==> src/rtl/usb_desc_reader.sv <==
// EP0 GET_DESCRIPTOR data-stage engine: decodes SETUP, streams descriptor ROM bytes in MAXPKT packets.
// Optional macro DESC_OSCFG_EN: serve Other-Speed-Configuration (type 7) from the hscfg range.
module usb_desc_reader #(
  parameter int unsigned MAXPKT = 64
) (
  input  logic        CLK,
  input  logic        RESET,
  input  logic        i_setup_valid,
  input  logic [7:0]  i_bmRequestType,
  input  logic [7:0]  i_bRequest,
  input  logic [15:0] i_wValue,
  input  logic [15:0] i_wLength,
  input  logic        i_in_token,
  input  logic [9:0]  i_desc_dev_addr,
  input  logic [9:0]  i_desc_qual_addr,
  input  logic [9:0]  i_desc_hscfg_addr,
  input  logic [9:0]  i_desc_strlang_addr,
  input  logic [9:0]  i_desc_strvendor_addr,
  input  logic [9:0]  i_desc_strproduct_addr,
  input  logic [9:0]  i_desc_strserial_addr,
  input  logic [7:0]  i_desc_dev_len,
  input  logic [7:0]  i_desc_qual_len,
  input  logic [7:0]  i_desc_hscfg_len,
  input  logic [7:0]  i_desc_strvendor_len,
  input  logic [7:0]  i_desc_strproduct_len,
  input  logic [7:0]  i_desc_strserial_len,
  input  logic        i_descrom_have_strings,
  output logic [9:0]  o_descrom_raddr,
  input  logic [7:0]  i_descrom_rdat,
  output logic [7:0]  o_txdat,
  output logic        o_txval,
  input  logic        i_txrdy,
  output logic        o_txlast,
  output logic        o_txzlp,
  output logic        o_stall,
  output logic        o_busy
);
  localparam int unsigned AW = 10;
  localparam int unsigned LW = 8;
  localparam int unsigned PW = 7;
  localparam logic [LW-1:0] PKT_MASK = LW'(MAXPKT - 1);
  localparam logic [PW-1:0] PKT_MAX  = PW'(MAXPKT);

  typedef enum logic [2:0] {IDLE, LOOKUP, WAIT_IN, SEND, STALL} state_t;
  state_t state, state_d;

  logic          req_ok_c, req_ok_q;
  logic [7:0]    type_q, idx_q;
  logic [15:0]   wlen_q;
  logic [AW-1:0] base_q, base_d, desc_base_c;
  logic [LW-1:0] desc_len_c, xfer_len_c;
  logic [LW-1:0] offset_q, offset_d, remain_q, remain_d;
  logic [PW-1:0] pkt_left_q, pkt_left_d;
  logic          zlp_q, zlp_d, oscfg_q, oscfg_d, oscfg_c;
  logic          xfer_c, zlp_fire_c;
  logic          txval_d, txlast_d, busy_d, stall_d;

  // Request validity, judged from the raw SETUP fields
  always_comb begin
    req_ok_c = 1'b0;
    if (i_bmRequestType == 8'h80 && i_bRequest == 8'h06) begin
      case (i_wValue[15:8])
        8'd1, 8'd2, 8'd6: req_ok_c = 1'b1;
        8'd3:             req_ok_c = i_descrom_have_strings && (i_wValue[7:0] <= 8'd3);
`ifdef DESC_OSCFG_EN
        8'd7:             req_ok_c = 1'b1;
`endif
        default:          req_ok_c = 1'b0;
      endcase
    end
  end

  // Descriptor range selection from the latched request
  always_comb begin
    desc_base_c = i_desc_dev_addr;
    desc_len_c  = i_desc_dev_len;
    oscfg_c     = 1'b0;
    case (type_q)
      8'd2: begin desc_base_c = i_desc_hscfg_addr; desc_len_c = i_desc_hscfg_len; end
      8'd6: begin desc_base_c = i_desc_qual_addr;  desc_len_c = i_desc_qual_len;  end
      8'd3: begin
        case (idx_q)
          8'd0:    begin desc_base_c = i_desc_strlang_addr;    desc_len_c = 8'd4; end
          8'd1:    begin desc_base_c = i_desc_strvendor_addr;  desc_len_c = i_desc_strvendor_len; end
          8'd2:    begin desc_base_c = i_desc_strproduct_addr; desc_len_c = i_desc_strproduct_len; end
          default: begin desc_base_c = i_desc_strserial_addr;  desc_len_c = i_desc_strserial_len; end
        endcase
      end
`ifdef DESC_OSCFG_EN
      8'd7: begin desc_base_c = i_desc_hscfg_addr; desc_len_c = i_desc_hscfg_len; oscfg_c = 1'b1; end
`endif
      default: ;
    endcase
    xfer_len_c = (wlen_q < 16'(desc_len_c)) ? wlen_q[LW-1:0] : desc_len_c;
  end

  always_ff @(posedge CLK or posedge RESET) begin
    if (RESET) state <= IDLE;
    else       state <= state_d;
  end

  // Next state, datapath next values and registered output values
  always_comb begin
    state_d    = state;
    base_d     = base_q;
    offset_d   = offset_q;
    remain_d   = remain_q;
    pkt_left_d = pkt_left_q;
    zlp_d      = zlp_q;
    oscfg_d    = oscfg_q;
    zlp_fire_c = 1'b0;
    xfer_c     = o_txval && i_txrdy;
    if (i_setup_valid) begin
      state_d    = LOOKUP;
      offset_d   = '0;
      remain_d   = '0;
      pkt_left_d = '0;
      zlp_d      = 1'b0;
      oscfg_d    = 1'b0;
    end else begin
      case (state)
        LOOKUP: begin
          base_d   = desc_base_c;
          remain_d = xfer_len_c;
          oscfg_d  = oscfg_c;
          zlp_d    = (16'(xfer_len_c) < wlen_q) && ((xfer_len_c & PKT_MASK) == '0);
          if (!req_ok_q)                          state_d = STALL;
          else if (xfer_len_c == '0 && !zlp_d)    state_d = IDLE;
          else                                    state_d = WAIT_IN;
        end
        WAIT_IN: begin
          if (i_in_token) begin
            if (remain_q != '0) begin
              state_d    = SEND;
              pkt_left_d = (remain_q > LW'(MAXPKT)) ? PKT_MAX : PW'(remain_q);
            end else begin
              zlp_fire_c = zlp_q;
              zlp_d      = 1'b0;
              state_d    = IDLE;
            end
          end
        end
        SEND: begin
          if (xfer_c) begin
            offset_d   = offset_q + LW'(1);
            remain_d   = remain_q - LW'(1);
            pkt_left_d = pkt_left_q - PW'(1);
            if (pkt_left_q == PW'(1))
              state_d = (remain_d != '0 || zlp_q) ? WAIT_IN : IDLE;
          end
        end
        default: ;
      endcase
    end
    txval_d  = (state_d == SEND);
    txlast_d = txval_d && (pkt_left_d == PW'(1));
    busy_d   = (state_d == LOOKUP) || (state_d == WAIT_IN) || (state_d == SEND);
    stall_d  = i_setup_valid ? !req_ok_c : o_stall;
  end

  always_ff @(posedge CLK or posedge RESET) begin
    if (RESET) begin
      req_ok_q   <= 1'b0;
      type_q     <= '0;
      idx_q      <= '0;
      wlen_q     <= '0;
      base_q     <= '0;
      offset_q   <= '0;
      remain_q   <= '0;
      pkt_left_q <= '0;
      zlp_q      <= 1'b0;
      oscfg_q    <= 1'b0;
      o_txval    <= 1'b0;
      o_txlast   <= 1'b0;
      o_txzlp    <= 1'b0;
      o_stall    <= 1'b0;
      o_busy     <= 1'b0;
    end else begin
      if (i_setup_valid) begin
        req_ok_q <= req_ok_c;
        type_q   <= i_wValue[15:8];
        idx_q    <= i_wValue[7:0];
        wlen_q   <= i_wLength;
      end
      base_q     <= base_d;
      offset_q   <= offset_d;
      remain_q   <= remain_d;
      pkt_left_q <= pkt_left_d;
      zlp_q      <= zlp_d;
      oscfg_q    <= oscfg_d;
      o_txval    <= txval_d;
      o_txlast   <= txlast_d;
      o_txzlp    <= zlp_fire_c;
      o_stall    <= stall_d;
      o_busy     <= busy_d;
    end
  end

  assign o_descrom_raddr = base_q + AW'(offset_q);
  // Other-speed config reuses the hscfg bytes with the type byte patched
  assign o_txdat = !o_txval ? 8'h00 :
                   (oscfg_q && offset_q == 8'd1) ? 8'h07 : i_descrom_rdat;

endmodule

==> config.mk <==
export PLATFORM = sky130hd
export DESIGN_NAME = usb_desc_reader
export DESIGN_NICKNAME = d
export VERILOG_FILES = /design/src/rtl/usb_desc_reader.sv
export SDC_FILE = /design/constraint.sdc
export NUM_CORES = 1
export LEC_CHECK = 0
export CAP_MARGIN = 20
export CORE_MARGIN = 4
export CORE_UTILIZATION = 40
export CTS_BUF_LIST = sky130_fd_sc_hd__clkbuf_2 sky130_fd_sc_hd__clkbuf_4 sky130_fd_sc_hd__clkbuf_8
export CTS_CLUSTER_DIAMETER = 150
export CTS_CLUSTER_SIZE = 8
export DETAILED_ROUTE_END_ITERATION = 6
export PLACE_DENSITY = 0.77
export REMOVE_ABC_BUFFERS = 1
export SLEW_MARGIN = 5
export SYNTH_ARGS = -nofsm -noshare
export SYNTH_HDL_FRONTEND = slang
export SYNTH_SLANG_ARGS = --single-unit
==> constraint.sdc <==
create_clock -name CLK -period 5.1 [get_ports CLK]
set_input_delay 1.53 -clock CLK [delete_from_list [all_inputs] [get_ports CLK]]
set_output_delay 1.53 -clock CLK [all_outputs]
set_load 0.05 [all_outputs]
After elaboration in Yosys (flattened, before gate mapping)
Index checks and enable logic that the tools add are counted.
Widths: inputs -> output; s select.
{ "word_totals": {"elab_cells": 115, "in_bits": 180, "register_bits": 76} }
{ "classes": {"add_sub_neg": 4, "n_reduce_logical": 27, "eq_ne": 23, "bitwise": 1, "magnitude_cmp": 4, "n_mux": 40} }
{ "op_table": {"columns": ["op", "n"], "rows": [
  ["$mux 8", 8],
  ["$pmux 10 s3", 2],
  ["$pmux 8 s3", 2],
  ["$eq 8x2->1 const B", 5],
  ["$mux 7", 5],
  ["$eq 8x1->1 const B", 3],
  ["$eq 8x3->1 const B", 3],
  ["$logic_not 8->1", 3],
  ["$lt 16x8->1", 1],
  ["$lt 8x16->1", 1],
  ["$pmux 8 s2", 1],
  ["$reduce_bool 8->1", 2],
  ["$mux 3", 5],
  ["$eq 7x1->1 const B", 2],
  ["$pmux 7 s2", 1],
  ["$eq 3x2->1 const B", 4],
  ["$add 10x8->10", 1],
  ["$mux 1", 10],
  ["$ne 3x3->1 const B", 3],
  ["$pmux 3 s3", 1],
  ["$add 8x1->8 const B", 1],
  ["$eq 8x8->1 const B", 1],
  ["$gt 8x7->1 const B", 1],
  ["$le 8x2->1 const B", 1],
  ["14 further kinds", 32]
]} }

Logic depth before layout (Yosys ltp)
Gate-level depths: netlist of the first run.
{ "depth": {"ltp_word": 16, "ltp_mapped": 23, "mapped_depth_nobuf": 20} }

Least setup slack after synthesis of the first run
No wires, ideal clock.
{ "synth_timing": {"path_type": "in2reg", "startpoint": "input port i_desc_strproduct_len[5]", "endpoint": "register zlp_q", "arrival_time_ns": 5.167, "stages": 19, "path_slack_ns": -0.171, "setup_time_ns": 0.103, "required_time_ns": 4.997, "n_path_buf": 1, "path_cell_list": "inv_1 -> o41ai_1 -> nand2_1 -> a31oi_1 -> inv_1 -> ha_1 -> a21o_1 -> a21o_1 -> a221oi_1 -> o31ai_4 -> buf_2 -> nand2_1 -> o21ai_0 -> ha_1 -> a21o_1 -> a21o_1 -> a2111oi_0 -> a21oi_2 -> o41ai_2"} }
{ "synth_between": {"elab_chain_cells": 8, "elab_cells_between_ends": 9, "classes_between": "2 x order compare; 5 x mux; 2 x reduce/logical"} }
{ "synth_lines": {"columns": ["item", "line_no", "source"], "rows": [
  ["start, declared", "25", "input logic [7:0] i_desc_strproduct_len,"],
  ["$pmux 8 s3 (*)", "82", "case (idx_q)"],
  ["$pmux 8 s3 (*)", "78", "case (type_q)"],
  ["$lt 16x8->1", "94", "xfer_len_c = (wlen_q < 16'(desc_len_c)) ? wlen_q[LW-1:0] : desc_len_c;"],
  ["$mux 8 (*)", "94", null],
  ["$lt 8x16->1 or $logic_not 8->1 (tied branches)", "126", "zlp_d = (16'(xfer_len_c) < wlen_q) && ((xfer_len_c & PKT_MASK) == '0);"],
  ["$logic_and 1x1->1 (*)", "126", null],
  ["$pmux 1 s2 (*)", "121", "case (state)"],
  ["$mux 1 (*)", "113", "if (i_setup_valid) begin"],
  ["end signal, assigned", "189", "zlp_q <= zlp_d;"],
  ["end, declared", "54", "logic zlp_q, zlp_d, oscfg_q, oscfg_d, oscfg_c;"]
]} }
Mark *: on every way between the ends. The rest lies on a longest branch, timed or not.
A chain may end at the register's enable or synchronous reset.

Worst setup path in the final report of the first run
{ "layout_timing": {"startpoint": "input port i_desc_dev_len[6]", "endpoint": "register state[1]"} }
{ "layout_between": {"elab_chain_cells": 11, "elab_cells_between_ends": 13, "classes_between": "2 x order compare; 6 x mux; 5 x reduce/logical"} }
{ "layout_lines": {"columns": ["item", "line_no", "source"], "rows": [
  ["start, declared", "21", "input logic [7:0] i_desc_dev_len,"],
  ["$pmux 8 s3 (*)", "78", null],
  ["$lt 16x8->1", "94", null],
  ["$mux 8 (*)", "94", null],
  ["$lt 8x16->1 or $logic_not 8->1 (tied branches)", "126", null],
  ["$logic_and 1x1->1", "126", null],
  ["$logic_not 1->1", "128", "else if (xfer_len_c == '0 && !zlp_d) state_d = IDLE;"],
  ["$logic_and 1x1->1 (*)", "128", null],
  ["$mux 2 (*)", "128", null],
  ["$mux 3 (*)", "127", "if (!req_ok_q) state_d = STALL;"],
  ["$pmux 3 s3 (*)", "121", null],
  ["$mux 3 (*)", "113", null],
  ["named net state_d[1]", "45", "state_t state, state_d;"],
  ["end signal, assigned", "99", "else state <= state_d;"],
  ["end, declared", "45", null]
]} }
Mark *: on every way through the listed nets, which the timed path passes. The rest lies on a longest branch.

==> flow_summary.yaml, run 1 <==
clock_tree:
  clkTransAtPathRegs_ns: 0.08
  cts-root-buf: "clkbuf_8"
  clkLatencyLatePin_ns: 0.37
  cts_made_buffers: 9
  clock_sinks: 75
  cts-hold-fix-buffers: 0
  cts_tree: "yes"
  htreeDepth: 3
  cts_buffer_depth: 2
hold_path:
  hold_depth: 1
  hold_path_startpoint: "o_stall"
  hp-class: "flop to flop"
placement:
  post-dp-hpwl_mm: 15.7
  place_area_um2: 8450
  place.gp.congestion: 0.955
  port_buffers: 202
detailed_routing:
  wl_per_cell_um: 17.8
  vias_per_cell: 5.77
  totalWireLength_mm: 20.4
  dr_total_vias: 6606
  drc: 0
  drt_iter0_drc: 634
  ant_nets: 0
  drtPass1Iterations: 6
worst_setup_path:
  worstPathMaxFanout: 6
  crit_path_start: "i_desc_dev_len[6]"
  end_kind: "flop"
  path_buf_inv: 2
  crit_cells: 18
  reg2reg_from: "type_q[3]"
  cp_top_family: "compound AO/OA/AOI/OAI gates"
  arrival_ns: 5.32
  cp_slowest_stage_delay_ns: 0.48
  critical_path_required_ns: 5.40
  path_cells: "clkdlybuf4s50_1, nor2_1, o21ai_1, o311ai_4, ha_4, and4_1, and4_1, o211ai_1, o31ai_4, nand2_1, o21ai_2, ha_1, a21o_1, a21o_1, a2111oi_4, a21oi_2, buf_4, a31oi_4"
  crit_slowest_cell: "clkdlybuf4s50_1"
  rr_worst_depth: 19
  critPathLaunchType: "input port"
  path_class: "input port to flop"
logic_synthesis:
  synth_area_per_cell_um2: 8.27
  synth_ff_type: "dfrtp_1"
  yosys_register_bits: 75
  ys.warnings.count: 0
  async_flop_share: 1.00
  synth_edf_count: 0
  seq_area_frac_synth: 0.308
  syn_inst: 736
  synth_area_um2: 6090
  yosys.cell_types.count: 82
pwr:
  p_leak_nw: 3.77
  netSwitchingPower_mw: 0.644
  irDropWorstVdd_mv: 0.135
  p_int_mw: 1.29
  powerDensity_nw_per_um2: 212
  p_sw_frac: 0.334
  p_clk_frac: 0.272
  power_frac_seq: 0.368
  power_mw: 1.93
  power_frac_comb: 0.360
cells_and_area:
  final_common_cell: "clkdlybuf4s50_1"
  num_antenna_cells: 0
  num-nets-final: 1164
  drive_gt1_frac: 0.156
  final_cell_mix: "clkdlybuf4s50_1 (184), dfrtp_1 (75), nor2_1 (68)"
  stdcell_area_um2: 9120
  area_delta_synth_final_pct: 49.9
  fillCellCount: 1276
timing:
  slew_violations: 0
  period_share: 0.985
  clock.fmax_ghz: 0.199
  hold_viol: 0
  period_needed_ns: 5.03
  tightest_slew_ns: 0.816
  finalSetupViolCount: 0
  slew_headroom: 0.455
  fin_worst_skew_ns: 0.0150
grt:
  grt_pass1_wl_mm: 32.3
  grt_max_degree: 56
  grt_overflow: 0
  first_global_vias: 6517
  grt_antenna_before_repair: 0
  track_usage: 0.226
run_status:
  outcome: "completed"
job:
  max_cap_viol_count: 0
floorplan:
  start_util: 0.414
  ios: 203
  fp.dieW_um: 131
  fp.dieH_um: 131
  fp-row-count: 44
  core-area_um2: 14700
  die_area_um2: 17300
## synthesized netlist by cell type (7+ instances only)
| cell type | count | share of area |
|---|---|---|
| a21o_1 | 10 | 0.012 |
| a21oi_1 | 38 | 0.031 |
| a222oi_1 | 10 | 0.016 |
| a31oi_1 | 7 | 0.0072 |
| and2_1 | 11 | 0.011 |
| clkbuf_1 | 32 | 0.020 |
| dfrtp_1 | 75 | 0.31 |
| ha_1 | 27 | 0.056 |
| inv_1 | 40 | 0.025 |
| mux2_2 | 32 | 0.059 |
| mux2i_1 | 12 | 0.020 |
| nand2_1 | 66 | 0.041 |
| nand2b_1 | 11 | 0.011 |
| nand3_1 | 14 | 0.012 |
| nand4_1 | 16 | 0.016 |
| nor2_1 | 68 | 0.042 |
| nor2b_1 | 20 | 0.021 |
| nor3_1 | 22 | 0.018 |
| nor4_1 | 11 | 0.011 |
| o21ai_0 | 67 | 0.055 |
| xnor2_1 | 9 | 0.013 |
| xor2_1 | 7 | 0.010 |
## power groups by stage
stage	Clock [mW]	Sequential, mW	Combinational (mW)
after floorplan	0	0.714	0.331
after global placement	0	0.717	0.628
after detailed placement	0	0.718	0.637
after CTS	0.532	0.706	0.657
after global routing	0.559	0.718	0.752
final	0.525	0.709	0.695
## metrics by stage
step                      setup TNS (ns)  instances   util  setup WS (ns)  hold slack (ns)
after floorplan                   -0.174        695      -         -0.140            0.471
after global placement             -2.04       1119  0.575         -0.763            0.463
after detailed placement           -2.21       1119  0.575         -0.822            0.481
after CTS                              0       1142  0.598        0.00898            0.499
after global routing             -0.0271       1144  0.621        -0.0271            0.525
final                                  0       1144  0.621         0.0749            0.490
## cell type report
cell class | instances | area (µm²) | area share
clock inverter | 4 | 73.8 | 0.00809
multi-input combinational | 580 | 4210 | 0.461
sequential | 75 | 1880 | 0.206
clock buffer | 11 | 145 | 0.0159
tap | 184 | 230 | 0.0252
timing repair buffer | 250 | 2440 | 0.267
inverter | 40 | 151 | 0.0166
## path summary, 6_finish.rpt
check,endpoint,slack (ns)
max,state[1],0.07
min,o_stall,0.49
max reg2reg,state[1],0.26
min reg2reg,o_stall,0.49
max in group asynchronous,idx_q[0],2.89
min in group asynchronous,pkt_left_q[0],1.38
## layer usage
metal	track usage	vias up	wire, µm
li1	-	3163	-
met1	0.293	3071	8560
met2	0.378	319	9640
met3	0.0489	53	1560
met4	0.0753	0	646
met5	0	-	0
## registers in the layout (all words and copies together) (netlist names)
name	flops
wlen_q	16
base_q	10
idx_q	8
offset_q	8
remain_q	8
type_q	8
pkt_left_q	7
state	3
o_busy	1
o_stall	1
o_txlast	1
o_txval	1
o_txzlp	1
req_ok_q	1
zlp_q	1
## cell families after synthesis
family,Yosys count,share of synthesized area
multiplexers,44,0.0789
buffers and inverters,81,0.0518
flip-flops,75,0.308
AND/OR/NAND/NOR,277,0.236
adder cells (fa/ha/maj),29,0.0606
XOR/XNOR,16,0.0230
AO/OA/AOI/OAI,214,0.241
## timing repair
item / in CTS / in global routing
setup endpoints to repair: 3 / 3
resized for setup: 16 / 61
buffers inserted: 8 / 2
pin swaps: 17 / 44
(Power assumes the default switching activity.)
==> run 2, diff against run 1 <==
--- a/config.mk
+++ b/config.mk
@@ -5,7 +5,6 @@
 export SDC_FILE = /design/constraint.sdc
 export NUM_CORES = 1
 export LEC_CHECK = 0
-export CAP_MARGIN = 20
 export CORE_MARGIN = 4
 export CORE_UTILIZATION = 40
 export CTS_BUF_LIST = sky130_fd_sc_hd__clkbuf_2 sky130_fd_sc_hd__clkbuf_4 sky130_fd_sc_hd__clkbuf_8
==> flow_summary.yaml, run 2 (same netlist as run 1, synthesis figures left out) <==
cells_and_area:
  regMostFlops: "wlen_q"
  final_common_cell: "clkdlybuf4s50_1"
  fillCellCount: 1276
  area_delta_synth_final_pct: 49.4
  num_antenna_cells: 0
  reg.largest.list: "wlen_q (16), base_q (10)"
  final_cells: 1143
  utilization: 0.619
  stdcell_area_um2: 9090
  num-nets-final: 1163
  final_cell_mix: "clkdlybuf4s50_1 (184), dfrtp_1 (75), nor2_1 (68)"
  drive_gt1_frac: 0.155
  largest_register_ffs: 16
placement:
  dp_cells: 1119
  dp_slack_ns: -0.822
  place_area_um2: 8450
  post-dp-hpwl_mm: 15.7
  place.gp.congestion: 0.955
  port_buffers: 202
clock_tree:
  clock_sinks: 75
  cts_tree: "yes"
  clkLatencyLatePin_ns: 0.37
  cts-root-buf: "clkbuf_8"
  clkTransAtPathRegs_ns: 0.08
  htreeDepth: 3
  cts_buffer_depth: 2
  cts_made_buffers: 9
pwr:
  netSwitchingPower_mw: 0.644
  p_clk_frac: 0.273
  p_sw_frac: 0.334
  p_int_mw: 1.28
  powerDensity_nw_per_um2: 212
  power_frac_seq: 0.368
  irDropWorstVdd_mv: 0.135
  power_frac_comb: 0.359
  power_mw: 1.93
  p_leak_nw: 3.76
detailed_routing:
  drt_iter0_drc: 672
  totalWireLength_mm: 20.4
  dr_total_vias: 6584
  vias_per_cell: 5.76
  ant_nets: 0
  wl_per_cell_um: 17.9
  drc: 0
  drtPass1Iterations: 7
hold_path:
  hp-class: "flop to flop"
floorplan:
  fp.dieH_um: 131
  ios: 203
  fp-row-count: 44
  core-area_um2: 14700
  fp.dieW_um: 131
  start_util: 0.414
  die_area_um2: 17300
grt:
  grt_pass1_wl_mm: 32.3
  first_global_vias: 6517
  grt_antenna_before_repair: 0
  track_usage: 0.226
  grt_overflow: 0
  grt_max_degree: 56
timing:
  slew_headroom: 0.364
  period_share: 0.985
  fin_worst_skew_ns: 0.0153
  tightest_slew_ns: 0.954
  period_needed_ns: 5.02
  clock.fmax_ghz: 0.199
  slew_violations: 0
  setup_ws_ns: 0.0760
  hold_viol: 0
  finalSetupViolCount: 0
worst_setup_path:
  worstPathMaxFanout: 6
  worst-r2r-setup-slack_ns: 0.26
  path_class: "input port to flop"
  critical_path_required_ns: 5.40
  end_kind: "flop"
  critPathLaunchType: "input port"
  arrival_ns: 5.32
run_status:
  outcome: "completed"
job:
  max_cap_viol_count: 0
## run 2: cell count changes in the layout (fill, tap and decap cells not counted)
cell,previous run,this run
buf_16,1,0
## run 2: what timing repair did
action	in CTS	in global routing
setup buffers	8	2
pin swaps	17	44
setup endpoints to repair	3	3
gates resized for setup	16	61
hold buffers	0	0
## run 2: final timing paths
path / startpoint / endpoint / cells past startpoint
max: i_desc_dev_len[6] / state[1] / 18
min: o_stall / o_stall / 1
max reg2reg: type_q[3] / state[1] / 19
min reg2reg: o_stall / o_stall / 1
max in group asynchronous: RESET / idx_q[0] / 3
min in group asynchronous: RESET / offset_q[0] / 2
## run 2: area by class of cell
type                    count  area (µm²)  area share
clock buffers              11         145      0.0160
clock inverters             4        73.8     0.00812
inverters                  40         151      0.0166
multi-input cells         580        4210       0.463
flip-flops and latches     75        1880       0.206
well taps                 184         230      0.0253
repair buffers            249        2410       0.265
## run 2: per-stage QoR
stage	TNS (ns)	hold WS (ns)
floorplan	-0.174	0.471
global placement	-2.04	0.463
detailed placement	-2.21	0.481
CTS	0	0.499
global route	-0.0271	0.525
finish	0	0.490
## run 2: per-layer routing
| metal | routed length [µm] | global-route usage | vias to the layer above | share of wire |
|---|---|---|---|---|
| met1 | 8530 | 0.293 | 3031 | 0.42 |
| met4 | 674 | 0.0753 | 0 | 0.033 |
| met2 | 9590 | 0.378 | 338 | 0.47 |
| met3 | 1640 | 0.0489 | 57 | 0.080 |
| li1 | - | - | 3158 | - |
| met5 | 0 | 0 | - | 0 |
## run 2: power groups by stage
stage | clock (mW) | combinational [mW] | sequential [mW]
3_5_place_dp | 0 | 0.637 | 0.718
3_3_place_gp | 0 | 0.628 | 0.717
5_1_grt | 0.559 | 0.749 | 0.718
6_report | 0.526 | 0.693 | 0.709
2_1_floorplan | 0 | 0.331 | 0.714
4_1_cts | 0.532 | 0.657 | 0.706
## run 2: critical path: stages
cell and delay, ns:
clkdlybuf4s50_1 0.48, nor2_1 0.05, o21ai_1 0.27, o311ai_4 0.18, ha_4 0.30, and4_1 0.19, and4_1 0.19, o211ai_1 0.12
o31ai_4 0.41, nand2_1 0.14, o21ai_2 0.10, ha_1 0.28, a21o_1 0.19, a21o_1 0.20, a2111oi_4 0.30, a21oi_2 0.13
buf_4 0.16, a31oi_4 0.11
==> run 3, diff against run 2 <==
--- a/config.mk
+++ b/config.mk
@@ -7,7 +7,6 @@
 export LEC_CHECK = 0
 export CORE_MARGIN = 4
 export CORE_UTILIZATION = 40
-export CTS_BUF_LIST = sky130_fd_sc_hd__clkbuf_2 sky130_fd_sc_hd__clkbuf_4 sky130_fd_sc_hd__clkbuf_8
 export CTS_CLUSTER_DIAMETER = 150
 export CTS_CLUSTER_SIZE = 8
 export DETAILED_ROUTE_END_ITERATION = 6
==> constraint.sdc (replaced) <==
create_clock -name CLK -period 5.1 [get_ports CLK]
set_input_delay 1.02 -clock CLK [delete_from_list [all_inputs] [get_ports CLK]]
set_output_delay 1.02 -clock CLK [all_outputs]
set_load 0.05 [all_outputs]
==> flow_summary.yaml, run 3 (same netlist as run 1, synthesis figures left out) <==
run_status:
  outcome: "completed"
hold_path:
  hold_path_startpoint: "o_stall"
  hold_depth: 1
  hp-class: "flop to flop"
  hold_end: "o_stall"
placement:
  port_buffers: 202
  place.gp.congestion: 0.937
  place_area_um2: 8450
  dp_slack_ns: -0.339
  post-dp-hpwl_mm: 15.9
grt:
  grt_overflow: 0
  grt_pass1_wl_mm: 31.9
  grt_max_degree: 45
  track_usage: 0.225
  first_global_vias: 6470
  grt_antenna_before_repair: 0
clock_tree:
  clkTransAtPathRegs_ns: 0.06
  ctsResizeCount: 0
  post_cts_buffers: 0
  clkLatencyLatePin_ns: 0.35
  cts_tree: "yes"
  cts-root-buf: "clkbuf_16"
  cts-hold-fix-buffers: 0
  cts_buffer_depth: 2
  clock_sinks: 75
  cts_made_buffers: 9
  htreeDepth: 3
detailed_routing:
  drtPass1Iterations: 6
  wl_per_cell_um: 17.7
  dr_total_vias: 6493
  drt_iter0_drc: 642
  drc: 0
  ant_nets: 0
  totalWireLength_mm: 20.0
  vias_per_cell: 5.74
worst_setup_path:
  rr_worst_depth: 17
  path_class: "input port to flop"
  reg2reg_from: "type_q[3]"
  critPathLaunchType: "input port"
  arrival_ns: 5.14
  path_buf_inv: 5
  end_kind: "flop"
  critical_path_required_ns: 5.35
  crit_slowest_cell: "clkdlybuf4s50_1"
  worst-r2r-setup-slack_ns: 0.28
  r2r_end: "zlp_q"
  worstPathMaxFanout: 6
  path_cells: "clkdlybuf4s50_1, inv_1, o41ai_2, nand2_1, a31oi_1, buf_4, inv_1, ha_1, and4_1, and4_1, o211ai_1, o31ai_4, buf_4, mux2i_1, ha_1, a21o_1, a2111oi_4, a21oi_2, o41ai_2"
  cp_top_family: "compound AO/OA/AOI/OAI gates"
  cp_slowest_stage_delay_ns: 0.47
cells_and_area:
  final_cell_mix: "clkdlybuf4s50_1 (201), dfrtp_1 (75), nor2_1 (68)"
  final_common_cell: "clkdlybuf4s50_1"
  num_antenna_cells: 0
  num-nets-final: 1154
  drive_gt1_frac: 0.111
  regMostFlops: "wlen_q"
  stdcell_area_um2: 8740
  utilization: 0.595
  reg.largest.list: "wlen_q (16), base_q (10)"
  largest_register_ffs: 16
  area_delta_synth_final_pct: 43.7
pwr:
  powerDensity_nw_per_um2: 222
  p_leak_nw: 3.56
  irDropWorstVdd_mv: 0.153
floorplan:
  start_util: 0.414
  fp-row-count: 44
  core-area_um2: 14700
  die_area_um2: 17300
  fp.dieH_um: 131
  ios: 203
  fp.dieW_um: 131
timing:
  slew_headroom: 0.452
  rsz0062_at_grt: "no"
  setup_tns_ns: 0
  finalSetupViolCount: 0
  fin_worst_skew_ns: 0.0156
  setup_ws_ns: 0.215
  slew_violations: 0
  period_needed_ns: 4.88
  period_share: 0.958
  clock.fmax_ghz: 0.205
  tightest_slew_ns: 0.820
  hold_viol: 0
job:
  max_cap_viol_count: 0
[run 3: cell count changes in the layout (fill, tap and decap cells not counted), moves of 4 or more]
cell,change
a31oi_1,+4
buf_4,-7
clkbuf_16,+9
clkbuf_8,-9
clkdlybuf4s50_1,+17
dlymetal6s2s_1,-14
ha_1,+7
ha_4,-7
[run 3: cell type report]
cell class	count	area, µm²
fillers	1343	5950
multi-input cells	580	3930
repair buffers	240	2300
flip-flops and latches	75	1880
clock buffers	10	239
well taps	184	230
inverters	40	151
clock inverters	3	17.5
[run 3: report_power, final]
part,total [mW],internal (mW),switching [mW]
registers,0.711,0.647,0.0644
clock network,0.578,0.332,0.246
logic,0.648,0.325,0.323
[run 3: how the worst max path moves through the flow]
stage / start / to / depth (start not counted)
global placement: i_desc_strproduct_len[5] / zlp_q / 20
CTS: i_desc_strproduct_len[5] / zlp_q / 19
finish: i_desc_strproduct_len[5] / zlp_q / 19
detailed placement: i_desc_strproduct_len[5] / zlp_q / 19
global route: type_q[3] / zlp_q / 18
floorplan: idx_q[7] / zlp_q / 15
[run 3: metrics by stage]
step / hold WS (ns) / std cells / power [mW]
6_report: 0.488 / 1132 / 1.94
5_1_grt: 0.524 / 1132 / 2.04
4_1_cts: 0.490 / 1132 / 1.93
3_5_place_dp: 0.467 / 1119 / 1.35
3_3_place_gp: 0.461 / 1119 / 1.34
2_1_floorplan: 0.471 / 695 / 1.04
[run 3: worst reg2reg max path, cell delays in order (launching register included)]
cell and delay (ns):
dfrtp_1 0.41, or4_1 0.57, nor2_2 0.32, nand2_1 0.15, o311ai_0 0.35, buf_4 0.19, ha_1 0.18, and4_1 0.23
and4_1 0.20, o211ai_1 0.14, o31ai_4 0.32, buf_4 0.19, mux2i_1 0.23, ha_1 0.28, a21o_1 0.20, a2111oi_4 0.36
a21oi_2 0.12, o41ai_2 0.29
[run 3: layer usage]
| metal | GRT usage | share of wire |
|---|---|---|
| met1 | 0.285 | 0.43 |
| met2 | 0.377 | 0.48 |
| met3 | 0.0566 | 0.077 |
| met4 | 0.0723 | 0.022 |
| met5 | 0 | 0 |
